[config.mk]
export PLATFORM = sky130hd
export DESIGN_NAME = poly_addsub_stream
export DESIGN_NICKNAME = d
export VERILOG_FILES = /design/src/rtl/poly_addsub_stream.sv
export SDC_FILE = /design/constraint.sdc
export NUM_CORES = 1
export LEC_CHECK = 0
export CAP_MARGIN = 30
export CORE_MARGIN = 5
export CORE_UTILIZATION = 56
export CTS_CLUSTER_DIAMETER = 60
export DETAILED_ROUTE_END_ITERATION = 10
export PLACE_DENSITY = 0.89
export SLEW_MARGIN = 20
export SYNTH_ARGS = -nofsm -noshare
export SYNTH_HDL_FRONTEND = slang
export SYNTH_SLANG_ARGS = --single-unit
export TNS_END_PERCENT = 100
[constraint.sdc]
create_clock -name clk -period 7.72 [get_ports clk]
set_clock_uncertainty 0.2 [all_clocks]
set_input_delay 1.544 -clock clk [delete_from_list [all_inputs] [get_ports clk]]
set_output_delay 1.544 -clock clk [all_outputs]
set_load 0.01 [all_outputs]
[src/rtl/poly_addsub_stream.sv]
// Streaming coefficient add/subtract stage ahead of the Barrett reducer.
// It has a two-entry output buffer (main + skid), per-frame last tagging, and a valid/last delay line aligned to the reducer.
module poly_addsub_stream #(
  parameter int unsigned N          = 256,
  parameter int unsigned WIDTH      = 16,
  parameter int unsigned REDUCE_LAT = 1
) (
  input  logic                    clk,
  input  logic                    rst,
  input  logic                    op,
  input  logic                    in_valid,
  output logic                    in_ready,
  input  logic signed [WIDTH-1:0] in_a,
  input  logic signed [WIDTH-1:0] in_b,
  output logic                    out_valid,
  input  logic                    out_ready,
  output logic signed [WIDTH-1:0] out_coeff,
  output logic                    out_last,
  output logic                    red_valid,
  output logic                    red_last,
  output logic                    frame_done,
  output logic                    ovf,
  input  logic                    ovf_clr
);

  localparam int unsigned CW = (N > 1) ? $clog2(N) : 1;
  localparam int unsigned XW = WIDTH + 1;

  // Registered state
  logic                  main_valid_q, main_valid_d;
  logic [WIDTH-1:0]      main_coeff_q, main_coeff_d;
  logic                  main_last_q,  main_last_d;
  logic                  skid_valid_q, skid_valid_d;
  logic [WIDTH-1:0]      skid_coeff_q, skid_coeff_d;
  logic                  skid_last_q,  skid_last_d;
  logic                  in_ready_q,   in_ready_d;
  logic [CW-1:0]         idx_q,        idx_d;
  logic                  ovf_q,        ovf_d;
  logic                  frame_done_q, frame_done_d;
  logic [REDUCE_LAT-1:0] red_v_q,      red_v_d;
  logic [REDUCE_LAT-1:0] red_l_q,      red_l_d;

  // Handshake and arithmetic helpers
  logic          in_fire;
  logic          out_fire;
  logic [XW-1:0] ext_a;
  logic [XW-1:0] ext_b;
  logic [XW-1:0] sum;
  logic [WIDTH-1:0] res;
  logic          res_ovf;
  logic          res_last;

  // Sign-extend by one bit so the true result is always representable.
  always_comb begin : arith
    in_fire  = in_valid && in_ready_q;
    out_fire = main_valid_q && out_ready;
    ext_a    = {in_a[WIDTH-1], in_a};
    ext_b    = {in_b[WIDTH-1], in_b};
    sum      = op ? (ext_a - ext_b) : (ext_a + ext_b);
    res      = sum[WIDTH-1:0];
    res_ovf  = sum[WIDTH] ^ sum[WIDTH-1];
    res_last = (idx_q == CW'(N - 1));
  end

  // Next-state logic for buffer, counter, flags and delay line.
  always_comb begin : next_state
    main_valid_d = main_valid_q;
    main_coeff_d = main_coeff_q;
    main_last_d  = main_last_q;
    skid_valid_d = skid_valid_q;
    skid_coeff_d = skid_coeff_q;
    skid_last_d  = skid_last_q;
    idx_d        = idx_q;
    ovf_d        = ovf_q;
    frame_done_d = 1'b0;
    red_v_d      = REDUCE_LAT'({red_v_q, out_fire});
    red_l_d      = REDUCE_LAT'({red_l_q, out_fire && main_last_q});

    if (out_fire) begin
      frame_done_d = main_last_q;
      if (skid_valid_q) begin
        main_coeff_d = skid_coeff_q;
        main_last_d  = skid_last_q;
        skid_valid_d = 1'b0;
      end else begin
        main_valid_d = 1'b0;
      end
    end

    // An accepted pair implies skid was empty, so after the pop above it
    // goes to main if main is free, otherwise into skid.
    if (in_fire) begin
      if (!main_valid_d) begin
        main_valid_d = 1'b1;
        main_coeff_d = res;
        main_last_d  = res_last;
      end else begin
        skid_valid_d = 1'b1;
        skid_coeff_d = res;
        skid_last_d  = res_last;
      end
      idx_d = res_last ? '0 : idx_q + CW'(1);
    end

    // A new overflow takes priority over a clear in the same cycle.
    if (in_fire && res_ovf) begin
      ovf_d = 1'b1;
    end else if (ovf_clr) begin
      ovf_d = 1'b0;
    end

    in_ready_d = !skid_valid_d;
  end

  // State register
  always_ff @(posedge clk) begin : regs
    if (rst) begin
      main_valid_q <= 1'b0;
      main_coeff_q <= '0;
      main_last_q  <= 1'b0;
      skid_valid_q <= 1'b0;
      skid_coeff_q <= '0;
      skid_last_q  <= 1'b0;
      in_ready_q   <= 1'b1;
      idx_q        <= '0;
      ovf_q        <= 1'b0;
      frame_done_q <= 1'b0;
      red_v_q      <= '0;
      red_l_q      <= '0;
    end else begin
      main_valid_q <= main_valid_d;
      main_coeff_q <= main_coeff_d;
      main_last_q  <= main_last_d;
      skid_valid_q <= skid_valid_d;
      skid_coeff_q <= skid_coeff_d;
      skid_last_q  <= skid_last_d;
      in_ready_q   <= in_ready_d;
      idx_q        <= idx_d;
      ovf_q        <= ovf_d;
      frame_done_q <= frame_done_d;
      red_v_q      <= red_v_d;
      red_l_q      <= red_l_d;
    end
  end

  assign in_ready   = in_ready_q;
  assign out_valid  = main_valid_q;
  assign out_coeff  = main_coeff_q;
  assign out_last   = main_last_q;
  assign frame_done = frame_done_q;
  assign ovf        = ovf_q;
  assign red_valid  = red_v_q[REDUCE_LAT-1];
  assign red_last   = red_l_q[REDUCE_LAT-1];

endmodule
Yosys cells after proc, flatten, opt, wreduce, memory -nomap -nowiden
Index checks and enable logic that the tools add are counted.
{"block": "classes", "addsub": 3, "n_eq_ne": 1, "muxes": 18, "n_bitwise": 2, "reduce_logical": 8}
{"operator": "16-bit two-way mux", "count": 4}
{"operator": "16-bit by 16-bit adder with 17-bit output", "count": 1}
{"operator": "17-bit two-way mux", "count": 1}
{"operator": "16-bit by 16-bit subtractor with 17-bit output", "count": 1}
{"operator": "1-bit two-way mux", "count": 12}
{"operator": "8-bit by 1-bit adder with 8-bit output (second input constant)", "count": 1}
{"operator": "8-bit == test (second input constant)", "count": 1}
{"operator": "8-bit two-way mux", "count": 1}
{"operator": "1-bit logical AND", "count": 4}
{"operator": "2-bit AND reduction", "count": 1}
{"operator": "2-bit nonzero test", "count": 1}
{"operator": "2-bit OR reduction", "count": 1}
{"operator": "1-bit zero test", "count": 1}
{"operator": "1-bit NOT", "count": 1}
{"operator": "1-bit XOR", "count": 1}
{"block": "word_totals", "ff_bits": 49, "inputBits": 38}

Longest topological paths before layout
{"block": "depth", "ltp_word": 5, "ltp_mapped": 15, "mapped_depth_nobuf": 14}

Least setup slack after synthesis
No wires, ideal clock.
{"block": "synth_timing", "path_kind": "input-to-reg", "startpoint": "input port op", "endpoint": "register main_coeff_q[12] (netlist: out_coeff[12])", "setup_ps": 103, "arrival_time_ps": 4076, "required_time_ps": 7417, "setup_slack_ps": 3341, "stages": 11, "path_buffers": 2, "cell_sequence": "clkbuf_1 -> clkbuf_1 -> mux2i_1 -> fa_1 -> a211oi_2 -> nor3_1 -> o21a_1 -> o21a_1 -> o211a_1 -> or2_1 -> a2111oi_2"}
{"block": "synth_between", "elab_chain_len": 3}
{"element": "from (decl)", "line_no": "10", "rtl": "input logic op,"}
{"element": "17-bit two-way mux", "line_no": "59", "rtl": "sum = op ? (ext_a - ext_b) : (ext_a + ext_b);"}
{"element": "16-bit two-way mux", "line_no": "93", "rtl": "if (!main_valid_d) begin"}
{"element": "16-bit two-way mux", "line_no": "92", "rtl": "if (in_fire) begin"}
{"element": "to (signal assigned)", "line_no": "132", "rtl": "main_coeff_q <= main_coeff_d;"}
{"element": "to (decl)", "line_no": "31", "rtl": "logic [WIDTH-1:0] main_coeff_q, main_coeff_d;"}
Every way passes these cells.
A chain may end at the register's enable or synchronous reset.

Worst setup path after layout
{"block": "layout_timing", "startpoint": "input port in_b[0]", "endpoint": "register main_coeff_q[14] (netlist: out_coeff[14])"}
{"block": "layout_between", "elab_chain_len": 4, "elab_cells_between_ends": 5, "classes_between": "add/sub: 2; mux: 3"}
{"element": "from (decl)", "line_no": "14", "rtl": "input logic signed [WIDTH-1:0] in_b,"}
{"element": "16-bit by 16-bit adder with 17-bit output or 16-bit by 16-bit subtractor with 17-bit output (tied branches)", "line_no": "59"}
{"element": "17-bit two-way mux *", "line_no": "59"}
{"element": "16-bit two-way mux *", "line_no": "93"}
{"element": "16-bit two-way mux *", "line_no": "92"}
Mark *: on every way between the ends. The rest lies on a longest branch, timed or not.

==> impl_summary.txt <==
----------------------------------------------------
[Logic synthesis]
  Share of synthesized area spent on multiplexers ... 5.56%
  Distinct cell type count after synthesis ... 49
  Async set-reset flop share out of synthesis ... 0%
  Top flip-flop cell by instance count after synthesis ... dfxtp_1
  Post-synthesis share of cell area spent on and, or, nand and nor gates ... 20.9%
  Largest family of logic cells by synthesized area ... compound AO/OA/AOI/OAI gates
  Post-synthesis share of cell area spent on full adders, half adders and majority gates ... 7.84%
  Yosys reg bits ... 49
  Synthesized area ... 0.00313 sq mm
  Number of nets produced by synthesis ... 448
  Count of flip-flops with a built-in enable after synthesis ... 0
  Warnings from Yosys ... 0
  Post-synthesis average cell area ... 8.00 sq um
  XOR/XNOR share of the synthesized area ... 7.84%
  Cells after Synth ... 391
  Sequential cell area fraction in the yosys report ... 31.4%
  Fraction of the mapped netlist area in compound gates ... 22.8%

[Critical path]
  Critical register-to-register path startpoint ... skid_valid_q
  Startpoint Class ... input port
  Ordered cell list for the critical path ... clkdlybuf4s50_1 > inv_1 > ha_1 > nor3b_2 > or2_2 > xor2_1 > ha_1 > o21ai_0 > nor3_1 > o21a_1 > o21a_1 > o21ai_1 > a2111oi_0 > a311o_1
  Launch point of the critical path ... in_b[0]
  Category of the most critical setup path ... input port to flip-flop
  R2R setup slack ... 5.24 ns
  WP buf/inv ... 2
  Critical-path top delay cell ... a2111oi_0
  CP delay by family, top ... compound AO/OA/AOI/OAI gates
  Delay contributed by the slowest stage of the critical path ... 0.52 ns
  Destination of the worst register-to-register timing path ... out_coeff[14]
  Critical path endpoint category ... flip-flop
  CP Data Required Time ... 7.77 ns
  Largest fanout on the critical path ... 6
  Worst Reg-to-Reg Cells ... 4
  Path length in cells of the critical path ... 14
  Critical path arrival ... 5.01 ns

[Global routing]
  Pin count of the biggest net entering global routing ... 52
  Antenna violations before repair ... 0
  Global-route wire length before repair ... 12,700 um
  GR Util All Layers ... 21.0%
  Final global-route overflow total ... 0
  Vias in the first global route ... 2,875

[Place]
  Number of buffers inserted by port buffering ... 60
  HPWL after detailed placement ... 5840 um
  Post-place setup slack ... 2.46 ns
  Last weighted congestion value of the routability-driven placer ... 0.940

[Clock tree]
  PostCTS Resize Cnt ... 0
  Maximum number of buffers from clock root to sink ... 2
  Num CTS Buffers ... 5
  H-tree Lvls ... 2
  Root Buffer ... clkbuf_8
  Total clock sinks ... 49
  Clock latency on the worst-skew pair ... 0.31 ns
  Hold-fix buffer count after cts ... 0
  TritonCTS clock tree ... yes
  Clock transition at the registers of the reported paths ... 0.10 ns
  Post-CTS Repair Setup Buffers ... 0

[STA]
  Total of endpoints with negative setup slack in the final report ... 0
  Fmax ... 0.201 GHz
  RSZ-0062 raised after global routing ... no
  Share of the clock period used by the worst path ... 64.4%
  Final number of hold-violating endpoints ... 0
  Total negative slack ... 0 ns
  Final setup slack of the worst path ... 2.75 ns
  Max-slew headroom at the worst pin ... 42.0%
  Worst Tran Pin Value ... 0.868 ns
  Min cycle time layout ... 4.97 ns
  Max-slew violation count ... 0

[Layout]
  P&R area growth vs syn ... 23.7%
  Most common cell after layout, fill and taps aside ... clkdlybuf4s50_1
  Top library cells by usage in the layout, fill and taps aside ... clkdlybuf4s50_1, dfxtp_1, nor2_1
  Total Nets Final ... 500
  Share of cells above drive strength 1 ... 4.50%
  Diode insertion count for antenna repair ... 0
  Filler cell count ... 456

[Floorplanning]
  Floorplan core area ... 0.00547 sq mm
  Die width ... 84.7 um
  Die Footprint ... 0.00718 sq mm
  Number of top-level pins ... 61
  Std cell rows ... 27
  Initial Util ... 57.1%
  Y dimension of the die ... 84.7 um

[Drt]
  Iteration-0 DRC Markers ... 180
  Vias ... 3,011
  Vias per cell ... 5.84
  Drt total wl ... 7520 um
  DRC violation count after routing ... 0
  First-pass iteration count of the detailed router ... 5
  Antenna viol nets, final ... 0
  Wire per inst ... 14.6 um

[Status]
  Outcome ... complete, no violations

[Flow run]
  Max Cap Violations ... 0

[Worst hold path]
  Hold_sp ... skid_coeff_q[7]
  Worst hold path endpoint ... skid_coeff_q[7]
  Cells on Worst Hold Path ... 2
  Worst hold path type ... flip-flop to flip-flop

[Pwr]
  Static Leakage ... 1.53 nW
  Pwr Total ... 0.677 mW
  Largest vdd supply drop ... 116 uV
  Power density of the placed cells ... 175 mW/mm^2

----------------------------------------------------
flip-flops by register name, summed over array words and instances (netlist names):
register and cells:
out_coeff 16, skid_coeff_q 16, idx_q 8, frame_done 1
in_ready 1, out_last 1, out_valid 1, ovf 1
red_last 1, red_valid 1, skid_last_q 1, skid_valid_q 1
tightest hold or removal path: cells and delay by family, from the launching register on:
family             cells  cell delay, ns
DFF                    1            0.32
and+or+nand+nor        1            0.05
AOI/OAI and AO/OA      1            0.05
Yosys cell counts (5+ instances only):
| master | number | area, sq um |
|---|---|---|
| nand3_1 | 5 | 25.0 |
| a21o_1 | 5 | 37.5 |
| a211oi_1 | 19 | 143 |
| nor2_1 | 46 | 173 |
| mux2i_1 | 14 | 140 |
| and2_1 | 8 | 50.1 |
| or3_1 | 5 | 31.3 |
| xnor2_1 | 19 | 166 |
| nor4_1 | 5 | 31.3 |
| clkbuf_1 | 16 | 60.1 |
| a21oi_1 | 37 | 185 |
| xor2_1 | 9 | 78.8 |
| o21ai_0 | 16 | 80.1 |
| ha_1 | 18 | 225 |
| inv_1 | 12 | 45.0 |
| dfxtp_1 | 49 | 981 |
| o21a_1 | 5 | 37.5 |
| nor3_1 | 9 | 45.0 |
| nand2_1 | 38 | 143 |
worst max path at each step:
stage                                  end  slack (ns)
after floorplan              out_coeff[12]        3.34
after global placement       out_coeff[14]        2.72
after detailed placement     out_coeff[14]        2.46
after CTS                    out_coeff[14]        2.75
after global routing      skid_coeff_q[14]        2.47
final                        out_coeff[14]        2.75
stage by stage:
step	instances	area [sq um]	hold WS [ns]	util [%]
3_3_place_gp	507	3760	0.231	68.8
6_report	516	3870	0.259	70.7
4_1_cts	516	3870	0.261	70.7
3_5_place_dp	508	3770	0.246	69.0
2_1_floorplan	391	3130	0.236	-
5_1_grt	516	3870	0.284	70.7
routing by layer:
metal	vias up	GRT usage (%)	part of all wire (%)
met4	0	7.63	2.3
met3	19	3.93	5.9
met2	99	36.7	48
met5	-	0	0
li1	1507	-	-
met1	1386	25.6	43
cells by family (layout without fill, tap and decap cells):
kind of cell             after synthesis  after routing
multiplexers                          17             17
flip-flops                            49             49
adder cells (fa/ha/maj)               19             19
AO/OA/AOI/OAI                        110            110
buffers and inverters                 30             83
AND/OR/NAND/NOR                      138            138
XOR/XNOR                              28             28
cell type report:
cell class              count  area [sq um]  share of cell area (%)
clock buffers               5          68.8                    1.78
clock inverters             3          25.0                   0.647
inverters                  12          45.0                    1.16
multi-input cells         312          2030                    52.5
flip-flops and latches     49           981                    25.4
well taps                  72          90.1                    2.33
repair buffers             63           627                    16.2
power by group:
part,internal [mW],switching [mW]
clock,0.0655,0.0887
combinational,0.113,0.127
sequential,0.272,0.0112
Power figures use the tool's default switching activity.
